### config.mk
export PLATFORM = sky130hd
export DESIGN_NAME = sck_alu_seq
export DESIGN_NICKNAME = d
export VERILOG_FILES = /design/src/rtl/sck_alu_seq.sv
export SDC_FILE = /design/constraint.sdc
export NUM_CORES = 1
export LEC_CHECK = 0
export BUFFER_PORTS_ARGS = -buffer_cell sky130_fd_sc_hd__buf_2
export CORE_UTILIZATION = 50
export CTS_BUF_LIST = sky130_fd_sc_hd__clkbuf_4
export CTS_CLUSTER_DIAMETER = 150
export DETAILED_ROUTE_END_ITERATION = 16
export PLACE_DENSITY = 0.83
export SLEW_MARGIN = 25
export SYNTH_ARGS = -nofsm -noshare
export SYNTH_HDL_FRONTEND = slang
export SYNTH_SLANG_ARGS = --single-unit
export TNS_END_PERCENT = 1
### constraint.sdc
create_clock -name i_clk -period 2.4 [get_ports i_clk]
set_input_delay 0.48 -clock i_clk [delete_from_list [all_inputs] [get_ports i_clk]]
set_output_delay 0.48 -clock i_clk [all_outputs]
set_load 0.01 [all_outputs]
### src/rtl/sck_alu_seq.sv
`default_nettype none
// ============================================================================
//  Module   : sck_alu_seq
//  Purpose  : Sequential command front-end for the 10-bit combinational ALU.
//             Accepts one operation per valid/ready command handshake. It
//             registers the operands and opcode towards the ALU, captures the
//             ALU result and flags one cycle later, and returns them on a
//             valid/ready response channel. It also keeps an accumulator, a
//             sticky overflow bit and a wrapping completed-operation counter.
//  Ports    :
//    i_clk, i_rst              clock (rising edge), synchronous active-high reset
//    i_cmd_valid/o_cmd_ready   command handshake
//    i_cmd_oper/a/b/acc        opcode, operands, use-accumulator select
//    o_alu_arg0/arg1/oper      registered drive to the ALU
//    i_alu_result/i_alu_flag   combinational ALU outputs {NEG,POS,ZERO,OVF}
//    o_rsp_valid/i_rsp_ready   response handshake
//    o_rsp_result/flag/err     response payload
//    o_acc                     accumulator
//    o_sticky_ovf/i_clr_sticky sticky overflow and its clear
//    o_op_count                completed responses, wraps
//  Revision : 1.0  initial release
// ============================================================================
module sck_alu_seq #(
   parameter int W     = 10,
   parameter int CNT_W = 16
) (
   input  logic             i_clk,
   input  logic             i_rst,
   // command channel
   input  logic             i_cmd_valid,
   output logic             o_cmd_ready,
   input  logic [2:0]       i_cmd_oper,
   input  logic [W-1:0]     i_cmd_a,
   input  logic [W-1:0]     i_cmd_b,
   input  logic             i_cmd_acc,
   // ALU side
   output logic [W-1:0]     o_alu_arg0,
   output logic [W-1:0]     o_alu_arg1,
   output logic [2:0]       o_alu_oper,
   input  logic [W-1:0]     i_alu_result,
   input  logic [3:0]       i_alu_flag,
   // response channel
   output logic             o_rsp_valid,
   input  logic             i_rsp_ready,
   output logic [W-1:0]     o_rsp_result,
   output logic [3:0]       o_rsp_flag,
   output logic             o_rsp_err,
   // status
   output logic [W-1:0]     o_acc,
   output logic             o_sticky_ovf,
   input  logic             i_clr_sticky,
   output logic [CNT_W-1:0] o_op_count
);

   localparam logic [2:0] c_OPER_ILLEGAL = 3'd7;

   typedef enum logic [1:0] {
      S_IDLE = 2'd0,
      S_EXEC = 2'd1,
      S_RESP = 2'd2
   } state_t;

   state_t            r_state;
   state_t            w_state_nxt;

   logic [W-1:0]      r_arg0;
   logic [W-1:0]      r_arg1;
   logic [2:0]        r_oper;
   logic              r_err;
   logic [W-1:0]      r_rsp_result;
   logic [3:0]        r_rsp_flag;
   logic [W-1:0]      r_acc;
   logic              r_sticky;
   logic [CNT_W-1:0]  r_count;

   logic              w_cmd_fire;
   logic              w_rsp_fire;
   logic              w_in_exec;
   logic [W-1:0]      w_cap_result;
   logic [3:0]        w_cap_flag;

   // ------------------------------------------------------------------------
   // Next-state and handshake outputs
   // ------------------------------------------------------------------------
   always_comb begin
      w_state_nxt = r_state;
      o_cmd_ready = 1'b0;
      o_rsp_valid = 1'b0;
      w_in_exec   = 1'b0;
      case (r_state)
         S_IDLE: begin
            o_cmd_ready = 1'b1;
            if (i_cmd_valid) begin
               w_state_nxt = S_EXEC;
            end
         end
         S_EXEC: begin
            // ALU inputs have been stable all cycle; result is captured at
            // the closing edge, so EXEC always lasts exactly one cycle.
            w_in_exec   = 1'b1;
            w_state_nxt = S_RESP;
         end
         S_RESP: begin
            o_rsp_valid = 1'b1;
            if (i_rsp_ready) begin
               w_state_nxt = S_IDLE;
            end
         end
         default: begin
            w_state_nxt = S_IDLE;
         end
      endcase
   end

   assign w_cmd_fire = i_cmd_valid & o_cmd_ready;
   assign w_rsp_fire = o_rsp_valid & i_rsp_ready;

   // An illegal opcode never reaches the response or status path: the ALU
   // output is ignored and replaced by an all-zero result and flag word.
   assign w_cap_result = r_err ? '0    : i_alu_result;
   assign w_cap_flag   = r_err ? 4'b0  : i_alu_flag;

   // ------------------------------------------------------------------------
   // State register and datapath
   // ------------------------------------------------------------------------
   always_ff @(posedge i_clk) begin
      if (i_rst) begin
         r_state      <= S_IDLE;
         r_arg0       <= '0;
         r_arg1       <= '0;
         r_oper       <= '0;
         r_err        <= 1'b0;
         r_rsp_result <= '0;
         r_rsp_flag   <= '0;
         r_acc        <= '0;
         r_sticky     <= 1'b0;
         r_count      <= '0;
      end else begin
         r_state <= w_state_nxt;

         // Operand capture; the accumulator is sampled at acceptance so a
         // chained op sees the result of the previous completed EXEC.
         if (w_cmd_fire) begin
            r_arg0 <= i_cmd_acc ? r_acc : i_cmd_a;
            r_arg1 <= i_cmd_b;
            r_oper <= i_cmd_oper;
            r_err  <= (i_cmd_oper == c_OPER_ILLEGAL);
         end

         // Result capture. The accumulator updates here, independent of
         // whether the consumer has taken the response yet.
         if (w_in_exec) begin
            r_rsp_result <= w_cap_result;
            r_rsp_flag   <= w_cap_flag;
            if (!r_err) begin
               r_acc <= w_cap_result;
            end
         end

         // Sticky overflow: a new overflow wins over a simultaneous clear.
         if (w_in_exec && w_cap_flag[0]) begin
            r_sticky <= 1'b1;
         end else if (i_clr_sticky) begin
            r_sticky <= 1'b0;
         end

         if (w_rsp_fire) begin
            r_count <= r_count + CNT_W'(1);
         end
      end
   end

   assign o_alu_arg0   = r_arg0;
   assign o_alu_arg1   = r_arg1;
   assign o_alu_oper   = r_oper;
   assign o_rsp_result = r_rsp_result;
   assign o_rsp_flag   = r_rsp_flag;
   assign o_rsp_err    = r_err;
   assign o_acc        = r_acc;
   assign o_sticky_ovf = r_sticky;
   assign o_op_count   = r_count;

endmodule
`default_nettype wire

==> results of run 1 <==
[power breakdown]
group,internal [mW],switching [mW],total (mW)
Clock,0.206,0.356,0.562
Sequential,1.16,0.0306,1.19
Combinational,0.111,0.147,0.258
[cell families (layout without fill, tap and decap cells)]
group,Yosys count,after routing,share of synthesized area [%]
adder cells (fa/ha/maj),1,1,0.4875
AO/OA/AOI/OAI,58,58,12.38
AND/OR/NAND/NOR,127,127,23.70
multiplexers,11,11,4.291
buffers and inverters,19,127,3.121
flip-flops,67,67,52.27
XOR/XNOR,11,11,3.754
[sequential cells by signal (all words and copies together) (netlist names)]
register	cells
o_op_count	16
o_acc	10
o_alu_arg0	10
o_alu_arg1	10
o_rsp_result	10
o_rsp_flag	4
o_alu_oper	3
r_state	2
o_rsp_err	1
o_sticky_ovf	1
[cell type report]
| class | count | area [um^2] | area share, % |
|---|---|---|---|
| well taps | 67 | 83.83 | 2.582 |
| flip-flops and latches | 67 | 1341 | 41.31 |
| repair buffers | 112 | 580.6 | 17.88 |
| clock inverters | 5 | 21.27 | 0.6551 |
| clock buffers | 10 | 75.07 | 2.312 |
| multi-input cells | 208 | 1145 | 35.26 |
[worst paths after layout]
kind,from,end,depth (start not counted)
min,i_cmd_b[4],o_alu_arg1[4]$_SDFFE_PP0P_,3
max reg2reg,o_op_count[2]$_SDFFE_PP0P_,o_op_count[15]$_SDFFE_PP0P_,4
min reg2reg,o_rsp_result[7]$_SDFFE_PP0N_,o_rsp_result[7]$_SDFFE_PP0N_,2
max,r_state[1]$_SDFFE_PP0P_,o_rsp_valid,2
[worst register-to-register path, cell delays in order (launching register included)]
cell	delay, ps
dfxtp_1	510
nand3_2	170
or2_1	300
or4_1	480
a21oi_1	150
[stage by stage]
stage | cell area, um^2 | hold WS [ps] | util, %
after CTS | 3247 | 300.6 | 67.40
after detailed placement | 3151 | 443.7 | 65.40
after global routing | 3247 | 306.9 | 67.40
final | 3247 | 324.4 | 67.40
after global placement | 3151 | 436.9 | 65.40
after floorplan | 2566 | 476.2 | -
[placed cells by master, fill, tap and decap left out, drive strengths merged, types with 2 or more instances in the layout]
cell type / instances
clkinv: 5
buf: 112
nor3b: 3
nand4: 6
a211oi: 10
o21ai: 3
a21oi: 44
nand2b: 3
dfxtp: 67
nor4: 2
or3: 3
nor3: 2
and3: 2
clkbuf: 10
or2: 2
xor2: 6
xnor2: 5
nand2: 64
and4: 2
nor2: 28
nand3: 5
mux2i: 11
[metal layers]
layer / vias up / share of wire, % / track usage, % / routed length, um
li1: 1213 / - / - / -
met1: 1020 / 46 / 30.20 / 2730
met2: 63 / 47 / 34.56 / 2754
met3: 8 / 5.3 / 4.252 / 312
met4: 0 / 1.3 / 10.90 / 76
met5: - / 0 / 0 / 0
==> summary.md, run 1 <==
| Metric | Value |
|---|---|
| Setup Buffers After CTS | 0 |
| Worst EP required | 1920 ps |
| Layout Cells excl Fill | about 470 |
| Cts-stage hold buffer count | 0 |
| Antenna diodes | 0 |
| Crit. End Element | output port |
| Synth unique cells | 35 |
| Relative slew slack | 52.20% |
| CP Launch Type | flop |
| Leading area contributor after synthesis | dfxtp_1 |
| CTS root buf | clkbuf_4 |
| Worst reg-to-reg setup slack | 740 ps |
| Least-Margin Pin Slew | 714.4 ps |
| Maximum fanout count along the critical path | 5 |
| Post-route setup slack | 733.9 ps |
| Cell Rows | 25 |
| Largest net degree at the start of global routing | 35 |
| Worst skew pair latency | 380 ps |
| Slew Viols, Final | 0 |
| CP cell instances | nor2b_1 -> buf_2 |
| Core ar. | 0.004817 mm^2 |
| Clock buffer depth | 2 |
| RSZ-0062 raised after global routing | false |
| Detailed Route Iter0 Violations | 119 |
| Total Wirelength | a little under 6000 um |
| Vias per cell | 4.913 |
| Top delay family on crit path | flip-flops |
| Pre-CTS setup slack | 664.0 ps |
| Post-Syn Area | 0.002566 mm^2 |
| # setup viols final | 0 |
| Final hold violation count | 0 |
| Fillers | 437 |
| Drt first pass iters | 4 |
| Final Power | 2.015 mW |
| Initial Util | 53.27% |
| First-pass GRT wire length | 9225 um |
| CP arrival | 1190 ps |
| Clock slew at reported path FFs | roughly 110 ps |
| GR Overflow Total | 0 |
| Io pins | 110 |
| Status | completed |
| Synthesized area per cell | 8.729 um^2 |
| Fin crit period | roughly 1700 ps |
| Sequential-to-total area share from yosys stat | 52.27% |
| Top cells by count, synth | 67 x dfxtp_1, 64 x nand2_1, 44 x a21oi_1, 28 x nor2_1, 14 x clkbuf_1 |
| Cts bufs inserted | 9 |
| Gr usage total | 22.44% |
| #FFs+latches synth | 67 |
| Port Buffers | ~110 |
| Crit path buf inv count | 1 |
| Die area | 0.005423 mm^2 |
| Share of the synthesized area in the top cell type | 52.27% |
| Vias | ~2300 |
| Cell Count Post-Placement | about 450 |
| Yosys warnings | 0 |
| Vias in the first global route | approximately 2000 |
| Crit-path slowest cell | dfxtp_1 |
| Residual DRC | 0 |
| Fin crit share | 69.42% |
| Leading post-synthesis cells by cell area | dfxtp_1 52%, nand2_1 9.4%, a21oi_1 8.6%, mux2i_1 4.3%, nor2_1 4.1% |
| H-tree levels | 3 |
| Initial antenna violation count | 0 |
| Clock Skews | 16.74 ps |
| Worst Hold Class | primary input to flop |
| Area grow syn2layout | 26.52% |
| Post_cts resized | 0 |
| Max Cap Viol | 0 |
| Setup_tns | 0 ps |
| Die width | 73.64 um |
| Routability congestion estimate from global placement | around 0.86 |
| Most frequent cell after synthesis | dfxtp_1 |
| Synth Instances | 294 |
| Top FF cell, synth | dfxtp_1 |
| Antenna-violating nets left | 0 |
| Routed wire length per instance | 12.52 um |
| Post-synth ARST share | 0% |
| Number of flops mapped to enable cells by yosys | 0 |
| Pwr Density | 620.5 mW/mm^2 |
| Pleak | 1.518 nW |
| Critical path class | flop to output port |
| Slowest stage delay, CP | about 440 ps |
| CTS tree | done |
| Chip height | 73.64 um |
| Layout cells sized above 1 | 32.59% |
| Maximum VDD drop | 452.4 uV |
| Max Freq | 600.2 MHz |
| Layout net count | 442 |
| CTS sink cnt | 67 |
| Syn nets | 338 |
| DP Wirelength | 4273 um |
Note: power is estimated with default switching activity, not from simulation.
==> run 2, diff against run 1 <==
Settings changed: CORE_UTILIZATION 50 to 49, PLACE_DENSITY 0.83 to 0.82.
Clock period 2.4 ns to 1.6 ns, I/O delays scaled along.
==> summary.md, run 2 (same netlist as run 1, synthesis figures left out) <==
| Metric | Value |
|---|---|
| Fin crit period | 1522 ps |
| First-pass GRT wire length | 9625 um (+4.3%) |
| Slew Viols, Final | 0 (unchanged) |
| Setup_tns | 0 ps (unchanged) |
| Max Cap Viol | 0 (unchanged) |
| Vias | 2421 (+5.1%) |
| Final hold violation count | 0 (unchanged) |
| Maximum fanout count along the critical path | 4 (-1) |
| Crit. End Element | flop |
| Vias in the first global route | 2087 (+4.4%) |
| Relative slew slack | 69.35% (+17 points) |
| Cell internal pwr | 2.245 mW (+52%) |
| Critical path class | flop to flop |
| Layout net count | 455 (+2.9%) |
| Fillers | 438 (+0.23%) |
| CP Launch Type | flop |
| Clock Skews | 11.13 ps (-5.614 ps) |
| Most frequent cells in the layout | 109 x buf_2, 65 x dfxtp_1, 64 x nand2_1, 44 x a21oi_1, 28 x nor2_1 |
| Least-Margin Pin Slew | 458.6 ps (-255.8 ps) |
| Area grow syn2layout | 31.40% |
| Final hold slack | 163.7 ps (-160.7 ps) |
| Fin crit share | 95.15% |
| Routability congestion estimate from global placement | 0.8330 (-2.8%) |
| Sw Share | 27.15% (+0.65 points) |
| # setup viols final | 0 (unchanged) |
| GR Overflow Total | 0 (unchanged) |
| RSZ-0062 raised after global routing | false |
| Chip height | 74.37 um (+0.99%) |
| Clock power share | 28.9% (+1.0 points) |
| Worst skew pair latency | 380 ps (about the same) |
| Port Buffers | 109 (unchanged) |
| Residual DRC | 0 (unchanged) |
| Largest net degree at the start of global routing | 68 (+94%) |
| H-tree levels | 3 (unchanged) |
| Cts-stage hold buffer count | 0 (unchanged) |
| Status | completed |
| Antenna diodes | 0 (unchanged) |
| Maximum VDD drop | 670.7 uV (+48%) |
| Commonest non-fill, non-tap cell in the layout | buf_2 |
| Total Wirelength | 6124 um (+4.3%) |
| Pleak | 1.589 nW (+4.7%) |
| Initial Util | 52.59% (-0.68 points) |
| Clock slew at reported path FFs | 110 ps (about the same) |
| Detailed Route Iter0 Violations | 86 (-28%) |
| Core ar. | 0.004880 mm^2 (+1.3%) |
| Final Power | 3.082 mW (+53%) |
| Clock buffer depth | 2 (unchanged) |
| Psw | 0.8367 mW (+57%) |
| Io pins | 110 (unchanged) |
| Gr usage total | 23.06% (+0.62 points) |
| Logic pwr share | 13.0% (+0.2 points) |
| CP arrival | 1780 ps (+590 ps) |
| CTS root buf | clkbuf_4 |
| Vias per cell | 5.012 (+2.0%) |
| CTS tree | done |
| Worst Hold Class | primary input to flop |
| Max reg flops | 16 (unchanged) |
| Layout cells sized above 1 | 35.82% (+3.2 points) |
| Drt first pass iters | 4 (unchanged) |
| Die width | 74.37 um (+0.99%) |
| DP Wirelength | 4369 um (+2.2%) |
| Routed wire length per instance | 12.68 um (+1.2%) |
| Flop pwr share | 58.1% (-1.2 points) |
| Pwr Density | 914.0 mW/mm^2 (+47%) |
| Die area | 0.005531 mm^2 (+2.0%) |
| Cts bufs inserted | 9 (unchanged) |
| CTS sink cnt | 67 (unchanged) |
| Antenna-violating nets left | 0 (unchanged) |
| Initial antenna violation count | 0 (unchanged) |
| Max Freq | 656.8 MHz |
| Cell Rows | 25 (unchanged) |
| Worst EP required | 1860 ps (-60 ps) |
run 2: path summary, 6_finish.rpt:
| check | slack (ps) | to | from | cells after the start |
|---|---|---|---|---|
| max | 80 | o_op_count[10]$_SDFFE_PP0P_ | o_op_count[0]$_SDFFE_PP0P_ | 6 |
| min | 160 | o_alu_arg1[5]$_SDFFE_PP0P_ | i_cmd_b[5] | 3 |
| max reg2reg | 80 | o_op_count[10]$_SDFFE_PP0P_ | o_op_count[0]$_SDFFE_PP0P_ | 6 |
| min reg2reg | 460 | o_rsp_result[7]$_SDFFE_PP0N_ | o_rsp_result[7]$_SDFFE_PP0N_ | 2 |
run 2: power by group through the flow:
stage	Clock, mW	Combinational [mW]	Sequential [mW]
6_report	0.890	0.401	1.79
5_1_grt	1.01	0.450	1.80
4_1_cts	0.917	0.404	1.79
3_5_place_dp	0	0.404	1.83
3_3_place_gp	0	0.397	1.83
2_1_floorplan	0	0.185	1.86
run 2: routing by layer:
metal / part of all wire, % / track usage, %
met4: 1.4 / 10.90
met5: 0 / 0
met2: 46 / 35.24
met1: 48 / 31.39
met3: 4.5 / 4.472
run 2: cell type report:
class / instances / area, um^2 / share of cell area (%)
well taps: 67 / 83.83 / 2.486
multi-input cells: 208 / 1146 / 33.99
clock inverters: 6 / 32.53 / 0.9648
clock buffers: 10 / 75.07 / 2.226
flip-flops and latches: 67 / 1344 / 39.85
repair buffers: 125 / 690.7 / 20.48
run 2: repair_timing:
| action | CTS | global route |
|---|---|---|
| buffers inserted | 0 | 0 |
| endpoints found under the setup margin | 0 | 2 |
| hold endpoints to repair | 0 | 0 |
| gates resized for setup | 0 | 3 |
run 2: through the flow:
stage,instance area [um^2],instances,worst slack (ps),utilization (%)
floorplan,2566,294,50.83,-
global placement,3261,467,128.7,66.82
detailed placement,3261,467,74.60,66.82
CTS,3368,483,47.28,69.03
global route,3372,483,3.560,69.10
finish,3372,483,77.58,69.10
run 2: worst max-delay path, stage by stage (launching register included):
cell and delay (ps):
dfxtp_1 420, ha_1 160, and4b_1 290, buf_4 170, nand4_1 140, xor2_1 170, nor2_1 60
